[config.mk]
export PLATFORM = sky130hd
export DESIGN_NAME = auth_request_arbiter
export DESIGN_NICKNAME = d
export VERILOG_FILES = /design/src/rtl/auth_pkg.sv /design/src/rtl/auth_slot_pick.sv /design/src/rtl/auth_request_arbiter.sv
export SDC_FILE = /design/constraint.sdc
export NUM_CORES = 1
export LEC_CHECK = 0
export CORE_ASPECT_RATIO = 0.6
export CORE_UTILIZATION = 30
export CTS_BUF_LIST = sky130_fd_sc_hd__clkbuf_8
export CTS_CLUSTER_DIAMETER = 120
export DETAILED_ROUTE_END_ITERATION = 10
export SYNTH_ARGS = -nofsm -noshare
export SYNTH_HDL_FRONTEND = slang
export SYNTH_HIERARCHICAL = 1
export SYNTH_SLANG_ARGS = --single-unit
[constraint.sdc]
create_clock -name clk -period 1.5 [get_ports clk]
set_clock_uncertainty 0.1 [all_clocks]
set_input_delay 0.375 -clock clk [delete_from_list [all_inputs] [get_ports clk]]
set_output_delay 0.375 -clock clk [all_outputs]
set_load 0.01 [all_outputs]
[src/rtl/auth_pkg.sv]
// Shared types and constants for the authentication request arbiter.
package auth_pkg;

  localparam int NUM_SRC   = 2;
  localparam int NUM_SLOTS = 4;

  localparam logic [1:0] REQ_NONE      = 2'b00;
  localparam logic [1:0] REQ_DIGESTS   = 2'b01;
  localparam logic [1:0] REQ_CERT      = 2'b10;
  localparam logic [1:0] REQ_CHALLENGE = 2'b11;

  localparam logic SRC_PD    = 1'b0;
  localparam logic SRC_DEBUG = 1'b1;

  typedef enum logic [1:0] {IDLE, ISSUE, WAIT_DONE, ERASE} arb_state_e;

  typedef struct packed {
    logic       src;
    logic [1:0] slot;
    logic [1:0] code;
  } auth_req_t;

endpackage

[src/rtl/auth_slot_pick.sv]
// Lowest-index nonzero slot finder for one driver's 4 x 2-bit request vector.
module auth_slot_pick
  import auth_pkg::*;
(
  input  logic [2*NUM_SLOTS-1:0] pending,
  output logic                   any,
  output logic [1:0]             slot,
  output logic [1:0]             code
);

  // Scan high to low so the last hit written is the lowest index.
  always_comb begin
    any  = 1'b0;
    slot = 2'd0;
    code = REQ_NONE;
    for (int i = NUM_SLOTS - 1; i >= 0; i--) begin
      if (pending[2*i +: 2] != REQ_NONE) begin
        any  = 1'b1;
        slot = 2'(i);
        code = pending[2*i +: 2];
      end
    end
  end

endmodule

[src/rtl/auth_request_arbiter.sv]
// Round-robin PD/DEBUG arbiter onto the shared authentication engine.
// Optional completion watchdog: define AUTH_ARB_WATCHDOG_EN.
module auth_request_arbiter
  import auth_pkg::*;
#(
  parameter int TIMEOUT_CYCLES = 1024,
  parameter int CNT_W          = 11
) (
  input  logic       clk,
  input  logic       reset,
  input  logic [7:0] pending_auth_request_PD,
  input  logic [7:0] pending_auth_request_DEBUG,
  input  logic       auth_req_ready,
  input  logic       auth_done,
  output logic       auth_req_valid,
  output logic [1:0] auth_req_type,
  output logic       auth_req_src,
  output logic [1:0] auth_req_slot,
  output logic       pending_auth_request_PD_erase,
  output logic       pending_auth_request_DEBUG_erase,
  output logic [1:0] erase_slot,
  output logic       arb_busy,
  output logic       timeout_err
);

  if ((64'd1 << CNT_W) <= 64'(TIMEOUT_CYCLES)) begin : g_cnt_w_check
    $error("CNT_W too narrow for TIMEOUT_CYCLES");
  end

  logic [NUM_SRC-1:0][2*NUM_SLOTS-1:0] src_vec;
  logic [NUM_SRC-1:0]                  src_any;
  logic [NUM_SRC-1:0][1:0]             src_slot;
  logic [NUM_SRC-1:0][1:0]             src_code;

  assign src_vec = {pending_auth_request_DEBUG, pending_auth_request_PD};

  for (genvar g = 0; g < NUM_SRC; g++) begin : g_pick
    auth_slot_pick u_pick (
      .pending (src_vec[g]),
      .any     (src_any[g]),
      .slot    (src_slot[g]),
      .code    (src_code[g])
    );
  end

  arb_state_e state, state_n;
  auth_req_t  req, req_n;
  logic       last_src, last_src_n, win;
  logic       valid_n, pd_erase_n, dbg_erase_n, busy_n, timeout_n;
  logic [1:0] erase_slot_n;
  logic       hit_timeout;

`ifdef AUTH_ARB_WATCHDOG_EN
  logic [CNT_W-1:0] wd_cnt;

  // Held at zero outside WAIT_DONE, so every entry starts a fresh count.
  always_ff @(posedge clk or posedge reset) begin
    if (reset)                   wd_cnt <= '0;
    else if (state != WAIT_DONE) wd_cnt <= '0;
    else                         wd_cnt <= wd_cnt + CNT_W'(1);
  end

  assign hit_timeout = (state == WAIT_DONE) && (wd_cnt == CNT_W'(TIMEOUT_CYCLES - 1));
`else
  assign hit_timeout = 1'b0;
`endif

  always_comb begin
    state_n      = state;
    req_n        = req;
    last_src_n   = last_src;
    win          = 1'b0;
    valid_n      = 1'b0;
    pd_erase_n   = 1'b0;
    dbg_erase_n  = 1'b0;
    erase_slot_n = 2'd0;
    timeout_n    = timeout_err;
    unique case (state)
      IDLE: if (|src_any) begin
        // A lone requester wins outright; on a tie the other side of last_src wins.
        win        = (&src_any) ? ~last_src : src_any[SRC_DEBUG];
        req_n.src  = win;
        req_n.slot = src_slot[win];
        req_n.code = src_code[win];
        last_src_n = win;
        valid_n    = 1'b1;
        state_n    = ISSUE;
      end
      ISSUE: begin
        if (auth_req_valid && auth_req_ready) state_n = WAIT_DONE;
        else                                  valid_n = 1'b1;
      end
      WAIT_DONE: if (auth_done || hit_timeout) begin
        timeout_n    = timeout_err | ~auth_done;
        pd_erase_n   = (req.src == SRC_PD);
        dbg_erase_n  = (req.src == SRC_DEBUG);
        erase_slot_n = req.slot;
        state_n      = ERASE;
      end
      ERASE:   state_n = IDLE;
      default: state_n = IDLE;
    endcase
    busy_n = (state_n != IDLE);
  end

  always_ff @(posedge clk or posedge reset) begin
    if (reset) begin
      state                            <= IDLE;
      req                              <= '0;
      last_src                         <= SRC_DEBUG;
      auth_req_valid                   <= 1'b0;
      pending_auth_request_PD_erase    <= 1'b0;
      pending_auth_request_DEBUG_erase <= 1'b0;
      erase_slot                       <= 2'd0;
      arb_busy                         <= 1'b0;
      timeout_err                      <= 1'b0;
    end else begin
      state                            <= state_n;
      req                              <= req_n;
      last_src                         <= last_src_n;
      auth_req_valid                   <= valid_n;
      pending_auth_request_PD_erase    <= pd_erase_n;
      pending_auth_request_DEBUG_erase <= dbg_erase_n;
      erase_slot                       <= erase_slot_n;
      arb_busy                         <= busy_n;
      timeout_err                      <= timeout_n;
    end
  end

  assign auth_req_type = req.code;
  assign auth_req_src  = req.src;
  assign auth_req_slot = req.slot;

endmodule
==> results of run 1 <==
-- report_power, final --
| part | internal [µW] | total [µW] | switching, µW |
|---|---|---|---|
| clock | 184 | 330 | 146 |
| sequential | 552 | 679 | 127 |
| combinational | 397 | 776 | 379 |
| total | 1130 | 1780 | 651 |
-- logic make-up after synthesis --
logic type,Yosys count,share of synthesized area (%)
muxes,5,6.02
buffers and inverters,13,6.78
DFF,15,45.3
AOI/OAI and AO/OA,30,25.1
and+or+nand+nor,21,16.7
-- worst max-delay path, cell delays in order --
cell and delay, ns:
buf_6 0.10, nor4_4 0.29, nand4_1 0.24, a21boi_4 0.31
mux2i_2 0.28, a21oi_2 0.08
-- routing by layer --
| metal | vias up | GRT usage [%] | wire [µm] |
|---|---|---|---|
| li1 | 424 | - | - |
| met3 | 2 | 4.04 | 117 |
| met1 | 405 | 23.5 | 1120 |
| met5 | - | 0 | 0 |
| met4 | 0 | 4.80 | 12 |
| met2 | 33 | 28.3 | 1170 |
-- worst min-delay path by stage --
stage | endpoint | slack (ns) | startpoint | cells after the start
CTS | timeout_err | 0.28 | timeout_err | 0
global placement | timeout_err | 0.26 | timeout_err | 0
global route | timeout_err | 0.29 | timeout_err | 0
detailed placement | timeout_err | 0.27 | timeout_err | 0
finish | timeout_err | 0.27 | timeout_err | 0
floorplan | arb_busy | 0.18 | reset | 1
-- Yosys cell counts --
library cell	n
clkbuf_1	1
nand3_1	1
or2_1	1
nand3b_1	1
inv_1	11
nor4b_1	2
nor4_2	2
o211ai_1	2
o21ai_2	2
nor2_1	4
dfstp_2	1
nand2b_1	1
nor2_2	1
dfrtp_1	14
and2_1	2
and3b_1	1
buf_6	1
nand2_1	2
a21oi_1	13
a31oi_1	2
and2_4	1
a21boi_4	1
a211oi_1	2
nand4_1	2
a21oi_2	4
o31ai_1	4
mux2i_1	5
-- registers in the layout (all words and copies together) (netlist names) --
register                          cells
arb_busy                              1
auth_req_slot                         2
auth_req_src                          1
auth_req_type                         2
auth_req_valid                        1
erase_slot                            2
last_src                              1
pending_auth_request_DEBUG_erase      1
pending_auth_request_PD_erase         1
state                                 2
timeout_err                           1
-- per-stage QoR --
stage	instances	TNS (ns)	hold slack, ns	power [µW]	util (%)
2_1_floorplan	84	-1.03	0.176	1090	-
3_3_place_gp	165	-5.81	0.264	1480	51.8
3_5_place_dp	165	-6.18	0.268	1500	51.8
4_1_cts	175	-0.541	0.277	1780	54.9
5_1_grt	177	-0.829	0.293	1900	56.2
6_report	177	-0.557	0.271	1780	56.2
-- area by class of cell --
| cell class | instances | share of cell area [%] |
|---|---|---|
| Clock inverter | 1 | 0.348 |
| Inverter | 11 | 2.87 |
| Clock buffer | 3 | 2.87 |
| Multi-Input combinational cell | 56 | 30.1 |
| Timing Repair Buffer | 59 | 34.8 |
| Tap cell | 32 | 2.79 |
| Sequential cell | 15 | 26.2 |
-- what timing repair did --
item,CTS,global route
endpoints found under the setup margin,21,8
gates resized for setup,56,8
pin swaps,13,8
buffers inserted,6,2
==> flow_summary.ini, run 1 <==
[finish]
multi_input_area_um2 = 432
n_fill_cell = 238
fin_area_um2 = 1440
mostFrequentLayoutCell = buf_4
ff_latch_area_um2 = 377
num_antenna_cells = 0
nets = 166
flow.area_growth_from_synthesis_pct = 72.9
final_layout_size_suffix_gt1_share_pct = 37.9
final_cell_mix = buf_4 (28), dlygate4sd2_1 (20), dfrtp_1 (14)

[floorplanning]
io_pins = 32
num_rows = 14
core_um2 = 2560
die_w_um = 69.9
die_area_um2 = 2990
start_util_pct = 32.5
dieHeight_um = 42.8

[grt]
grt_pass1_vias = 849
grt_usage_pct = 17.4
grt-ovfl-total = 0
grt_pass1_wl_um = 4020
grt_max_degree = 16
antenna_found_initial = 0

[placement]
dp_hpwl_um = 1830
gp_congestion = 0.869
pre_cts_slack_ns = -0.772
dpl_cell_area_um2 = 1330
placement.io_buffers = 31

[yosys]
syn_area_per_cell_um2 = 9.89
syn_area_um2 = 831
seq_area_frac_synth_pct = 45.3
syn-instance-count = 84
syn_nets = 104
ys_seq_elements = 15
synth.distinct_cells = 27
synth_largest_area_cell = dfrtp_1
yosysWarnings = 6
synth_top_area_share_pct = 42.2
ys_top_cells_by_area = dfrtp_1 (42%), a21oi_1 (7.8%), mux2i_1 (6.0%)

[clock_tree]
clock_path_buffers = 2
cts_root_buf = clkbuf_8
clk_pin_slew_ns = 0.06
clock_sinks = 15
htree_levels = 1
clk_latency_ns = 0.25
cts_inserted_buffers = 3
cts_hold_buf = 0
cts_tree = built

[timing]
worstMarginPinSlew_ns = 0.428
hold_violations = 0
clock.fmax_mhz = 612
relSlewSlack_pct = 71.0
fin_crit_sh_pct = 109
setup_viol_count_final = 8
setup_slack_ns = -0.134
rsz0062_at_grt = true
period_needed_ns = 1.63
drv_slew = 0

[setup_path]
worstRegToRegCells = 3
required_ns = 1.54
cp-end-kind = flip-flop
path_max_fanout = 5
rr_startpoint = state[0]
crit_type = in -> reg
worstReg2RegEnd = auth_req_type[1]
startpoint = pending_auth_request_PD[4]
critPathLaunchType = input port
regToRegSetupSlack_ns = 0.18
worstPathArrival_ns = 1.67
endpoint = auth_req_type[0]

[detailed_routing]
first_pass_iters = 4
dr_total_vias = 864
wirelength_um = 2410
route.detailed.drc = 0
viasPerCell = 4.88
ant_nets = 0
wl_per_cell_um = 13.6
first_iter_violations = 27

[pwr]
peakVddDrop_mv = 0.696
powerDensity_nw_per_um2 = 1240
p_leak_uw = 0.000704

[worst_hold_path]
min_path_type = reg -> reg

[status]
status = complete, but fails checks
violations = negative setup slack

[job]
drv_cap = 0
Power figures use the tool's default switching activity.
==> run 2: changes to the inputs <==
--- a/config.mk
+++ b/config.mk
@@ -8,7 +8,6 @@
 export CORE_ASPECT_RATIO = 0.6
 export CORE_UTILIZATION = 30
 export CTS_BUF_LIST = sky130_fd_sc_hd__clkbuf_8
-export CTS_CLUSTER_DIAMETER = 120
 export DETAILED_ROUTE_END_ITERATION = 10
 export SYNTH_ARGS = -nofsm -noshare
 export SYNTH_HDL_FRONTEND = slang
==> results of run 2 <==
The final DEF is identical to that of run 1; final timing and power are the same.
